### src/rtl/mode_sequencer_if.sv
// Request/status bundle between a mode requester and mode_sequencer.
// The requester owns the master modport; the sequencer owns the slave modport.
interface mode_sequencer_if #(
    parameter int MODE_W = 2,
    parameter int OUT_W  = 2,
    parameter int NUM_W  = 3
) ();
    logic              req_valid;
    logic [MODE_W-1:0] req_mode;
    logic              req_ready;
    logic              abort;
    logic [MODE_W-1:0] mode;
    logic [OUT_W-1:0]  out;
    logic [NUM_W-1:0]  out_num;
    logic              err;

    modport master (
        output req_valid, req_mode, abort,
        input  req_ready, mode, out, out_num, err
    );

    modport slave (
        input  req_valid, req_mode, abort,
        output req_ready, mode, out, out_num, err
    );
endinterface

### src/rtl/mode_sequencer.sv
// Mode register with dwell guard and table decode; transitions land 1 cycle after acceptance.
// req_ready stays low until the mode has dwelt MIN_DWELL cycles or while abort is high; requests are not queued.
module mode_sequencer #(
    parameter int                         NUM_MODES  = 4,
    parameter int                         OUT_W      = 2,
    parameter logic [NUM_MODES*OUT_W-1:0] OUT_TABLE  = 8'h2D,
    parameter int                         RESET_MODE = 0,
    parameter int                         NUM_W      = 3,
    parameter int                         MIN_DWELL  = 4
) (
    input  logic              clk,
    input  logic              rst,
    mode_sequencer_if.slave   bus
);
    localparam int MODE_W = (NUM_MODES > 2) ? $clog2(NUM_MODES) : 1;

    logic [MODE_W-1:0] mode_q, mode_d;
    logic [NUM_W-1:0]  out_num_q, out_num_d;
    logic              err_q, err_d;

    logic              ready;
    logic              accept;
    logic              req_oor;
    logic [NUM_W-1:0]  num_inc;
    logic [OUT_W-1:0]  out_dec;

    // Compared as int so the range checks stay meaningful for any parameter set.
    assign ready   = !bus.abort && (int'(out_num_q) >= MIN_DWELL);
    assign accept  = bus.req_valid && ready;
    assign req_oor = int'(bus.req_mode) >= NUM_MODES;
    assign num_inc = (out_num_q == {NUM_W{1'b1}}) ? out_num_q : out_num_q + 1'b1;

    always_comb begin
        mode_d    = mode_q;
        out_num_d = num_inc;
        err_d     = 1'b0;
        if (bus.abort) begin
            mode_d    = MODE_W'(RESET_MODE);
            out_num_d = '0;
        end else if (accept) begin
            if (req_oor) begin
                err_d = 1'b1;
            end else if (bus.req_mode != mode_q) begin
                mode_d    = bus.req_mode;
                out_num_d = '0;
            end
        end
    end

    always_ff @(posedge clk or negedge rst) begin
        if (!rst) begin
            mode_q    <= MODE_W'(RESET_MODE);
            out_num_q <= '0;
            err_q     <= 1'b0;
        end else begin
            mode_q    <= mode_d;
            out_num_q <= out_num_d;
            err_q     <= err_d;
        end
    end

    // Codes with no table entry decode to zero.
    always_comb begin
        out_dec = '0;
        for (int i = 0; i < NUM_MODES; i++) begin
            if (mode_q == MODE_W'(i)) out_dec = OUT_TABLE[i*OUT_W +: OUT_W];
        end
    end

    assign bus.req_ready = ready;
    assign bus.mode      = mode_q;
    assign bus.out       = out_dec;
    assign bus.out_num   = out_num_q;
    assign bus.err       = err_q;
endmodule

### src/flat_wrapper.sv
// flat-port wrapper written by rule: the top's interface ports become plain ports
module mode_sequencer_flat 
#(
    parameter int                         NUM_MODES  = 4,
    parameter int                         OUT_W      = 2,
    parameter logic [NUM_MODES*OUT_W-1:0] OUT_TABLE  = 8'h2D,
    parameter int                         RESET_MODE = 0,
    parameter int                         NUM_W      = 3,
    parameter int                         MIN_DWELL  = 4
)
  (clk, rst, bus_req_valid, bus_req_mode, bus_abort, bus_req_ready, bus_mode, bus_out, bus_out_num, bus_err);
  mode_sequencer_if #(.OUT_W(OUT_W), .NUM_W(NUM_W)) bus_i ();
  input  logic clk;
  input  logic rst;
  input wire logic [$bits(bus_i.req_valid)-1:0] bus_req_valid;
  input wire logic [$bits(bus_i.req_mode)-1:0] bus_req_mode;
  input wire logic [$bits(bus_i.abort)-1:0] bus_abort;
  output wire logic [$bits(bus_i.req_ready)-1:0] bus_req_ready;
  output wire logic [$bits(bus_i.mode)-1:0] bus_mode;
  output wire logic [$bits(bus_i.out)-1:0] bus_out;
  output wire logic [$bits(bus_i.out_num)-1:0] bus_out_num;
  output wire logic [$bits(bus_i.err)-1:0] bus_err;
  assign bus_i.req_valid = bus_req_valid;
  assign bus_i.req_mode = bus_req_mode;
  assign bus_i.abort = bus_abort;
  assign bus_req_ready = bus_i.req_ready;
  assign bus_mode = bus_i.mode;
  assign bus_out = bus_i.out;
  assign bus_out_num = bus_i.out_num;
  assign bus_err = bus_i.err;
  mode_sequencer #(.NUM_MODES(NUM_MODES), .OUT_W(OUT_W), .OUT_TABLE(OUT_TABLE), .RESET_MODE(RESET_MODE), .NUM_W(NUM_W), .MIN_DWELL(MIN_DWELL)) u_core (.clk(clk), .rst(rst), .bus(bus_i));
endmodule
### config.mk
export PLATFORM = sky130hd
export DESIGN_NAME = mode_sequencer_flat
export DESIGN_NICKNAME = d
export VERILOG_FILES = /design/src/rtl/mode_sequencer_if.sv /design/src/rtl/mode_sequencer.sv /design/src/flat_wrapper.sv
export SDC_FILE = /design/constraint.sdc
export NUM_CORES = 1
export LEC_CHECK = 0
export CORE_AREA = 2 2 39 41
export CTS_CLUSTER_DIAMETER = 120
export DETAILED_ROUTE_END_ITERATION = 12
export DIE_AREA = 0 0 41 43
export GPL_ROUTABILITY_DRIVEN = 0
export PLACE_DENSITY_LB_ADDON = 0.15
export RECOVER_POWER = 25
export SYNTH_ARGS = -nofsm -noshare
export SYNTH_HDL_FRONTEND = slang
export SYNTH_SLANG_ARGS = --single-unit
export TNS_END_PERCENT = 10
### constraint.sdc
create_clock -name clk -period 1.44 [get_ports clk]
set_input_delay 0.288 -clock clk [delete_from_list [all_inputs] [get_ports clk]]
set_output_delay 0.288 -clock clk [all_outputs]
set_load 0.01 [all_outputs]
==> results.json <==
{
  "rsz0062_at_grt": "yes",
  "cts_root_buf": "clkbuf_4",
  "total_power_w": 0.0004211,
  "syn_avg_cell_area_um2": 9.421,
  "fin_cells": 72,
  "dpl.hpwl_um": 629.4,
  "p_int_w": 0.0003039,
  "fin_area_um2": 551.8,
  "fin_setup_tns_ns": -0.05995,
  "clockBufferDepth": 2,
  "timing.fmax_mhz": 666.7,
  "routed_wl_um": 786,
  "htreeDepth": 1,
  "die_area_um2": 1763,
  "fp.dieH_um": 43,
  "grt_pass1_vias": 328,
  "grt_pass1_wl_um": 1276,
  "ys_types": 14,
  "synth.top_cell.area_share": 0.3906,
  "antenna_found_initial": 0,
  "drive_gt1_frac": 0.3571,
  "maxCapViolations": 0,
  "crit_type": "flip-flop to primary output",
  "synth_cells": 34,
  "place_inst": 66,
  "seq_power_share": 0.377,
  "p_per_area_nw_per_um2": 763.3,
  "worstSetupStartpointType": "flip-flop",
  "portBuffers": 13,
  "diodes": 0,
  "vias": 312,
  "mostFrequentLayoutCell": "dfrtp_1",
  "cts_buffers": 3,
  "core_um2": 1384,
  "p_clk_frac": 0.408,
  "fin_skew_ns": 0.002210,
  "syn_area_um2": 320.3,
  "max_stage_delay_ns": 0.39,
  "required_ns": 1.15,
  "placed_cell_area_um2": 493.0,
  "crit_fanout": 3,
  "ctsHoldBuffers": 0,
  "cts_tree": "built",
  "rows": 14,
  "ys_warn_count": 0,
  "hp-class": "input port to async pin",
  "crit_path_end_kind": "primary output",
  "combPwrFrac": 0.215,
  "clk_pin_slew_worst_paths_ns": 0.05,
  "finalSetupViolations": 1,
  "initial_core_util": 0.2315,
  "grt_max_degree": 6,
  "synth_top_cell_by_area": "dfrtp_1",
  "postLayoutCoreUtil": 0.3987,
  "grt-ovfl-total": 0,
  "drc": 0,
  "postRouteAntennaNets": 0,
  "synth_seq_cells": 5,
  "worstSkewPairLatency_ns": 0.25,
  "power.net_switching_w": 0.0001173,
  "final.setup.worst_slack_ns": -0.05995,
  "leakagePower_nw": 0.2585,
  "wl_per_cell_um": 10.92,
  "cts_sinks": 5,
  "violations": "negative setup slack",
  "syn_nets": 45,
  "drt-initial-drc-count": 1,
  "crit_chain": "buf_6 > ha_4 > nor3_2 > buf_2",
  "dr.pass1.iters": 3,
  "arrival_ns": 1.21,
  "crit_slowest_cell": "dfrtp_1",
  "io_pins": 15,
  "netSwitchingFraction": 0.2785,
  "drv_slew": 0,
  "via_per_inst": 4.333,
  "layout.nets": 68,
  "hold_violations": 0,
  "fin_crit_sh": 1.042,
  "peakVddDrop_mv": 0.3160,
  "seq_area_frac_synth": 0.3906,
  "grt_usage": 0.1123,
  "die_x_um": 41,
  "mostFrequentLayoutCells": "dfrtp_1, nand2_1, clkdlybuf4s50_1, dlygate4sd2_1, buf_4",
  "synthTopCellsByArea": "dfrtp_1, ha_1, xnor2_1, nor3_1, nand2_1",
  "fin_crit_ns": 1.500,
  "rr_worst_depth": 5,
  "area_growth_pct": 72.27,
  "status": "finished with violations"
}
-- sequential cells by signal (all words and copies together), names as in the netlist --
| register | cells |
|---|---|
| u_core.bus.mode | 2 |
| u_core.bus.out_num | 3 |
-- final timing paths --
| path | start | endpoint | slack, ns |
|---|---|---|---|
| hold / removal | rst | u_core.bus.out_num[0] | 0.32 |
| setup reg to reg | u_core.bus.mode[1] | u_core.bus.out_num[2] | 0.24 |
| setup / recovery | u_core.bus.mode[1] | bus_out[0] | -0.06 |
| hold reg to reg | u_core.bus.out_num[0] | u_core.bus.out_num[0] | 0.62 |
| max in group asynchronous | rst | u_core.bus.mode[1] | 0.93 |
| min in group clk | u_core.bus.out_num[0] | u_core.bus.out_num[0] | 0.62 |
-- layout make-up --
cell class / instances / area (um2)
fill: 150 / 832.0
inverter: 2 / 7.507
clock buffer: 4 / 26.28
multi-input combinational: 26 / 215.2
timing repair buffer: 19 / 157.7
tap: 16 / 20.02
sequential: 5 / 125.1
-- cells in the mapped netlist --
cell,n
a21oi_2,1
inv_1,2
nand2_1,4
xnor2_1,3
dfrtp_1,5
conb_1,1
mux2i_1,1
nor2_1,2
nor2b_1,1
a21oi_1,2
nor3_1,4
ha_1,5
nand3_1,2
buf_4,1
-- per-layer routing --
layer | up-vias | wire (um) | track usage
li1 | 154 | - | -
met1 | 148 | 293 | 0.1056
met2 | 7 | 436 | 0.1719
met3 | 3 | 35 | 0.05236
met4 | 0 | 19 | 0.09333
met5 | - | 0 | 0
-- what timing repair did --
item / 4_1_cts / 5_1_grt
gates resized for setup: 16 / 12
gates cloned: 0 / 0
setup buffers: 2 / 0
setup endpoints to repair: 8 / 3
pin swaps: 0 / 2
-- power groups by stage --
stage / clock network [W] / logic, W / registers, W
6_report: 0.000172 / 0.0000905 / 0.000159
5_1_grt: 0.000185 / 0.000100 / 0.000160
4_1_cts: 0.000176 / 0.0000895 / 0.000159
3_5_place_dp: 0 / 0.0000968 / 0.000162
3_3_place_gp: 0 / 0.0000950 / 0.000161
2_1_floorplan: 0 / 0.0000334 / 0.000167
-- worst max-delay path, delay by kind of cell (launching register included) --
| family | cells | cell delay, ns |
|---|---|---|
| adders and majority gates | 1 | 0.15 |
| buffers and inverters | 2 | 0.27 |
| DFF | 1 | 0.39 |
| and+or+nand+nor | 1 | 0.15 |
-- cell families after synthesis --
kind of cell | share of synthesized area
buf+inv | 0.04689
fa+ha+maj | 0.1953
other cells | 0.01171
xor+xnor | 0.08205
flops | 0.3906
compound gates | 0.05860
simple gates | 0.1836
mux | 0.03125
-- metrics by stage --
stage          hold WS [ns]  setup slack, ns
2_1_floorplan     -0.007591           0.1085
3_3_place_gp         0.5325          -0.2059
3_5_place_dp         0.5280          -0.2256
4_1_cts              0.2607          -0.1071
5_1_grt              0.3449          -0.1482
6_report             0.3236         -0.05995
Note: power is estimated with default switching activity, not from simulation.
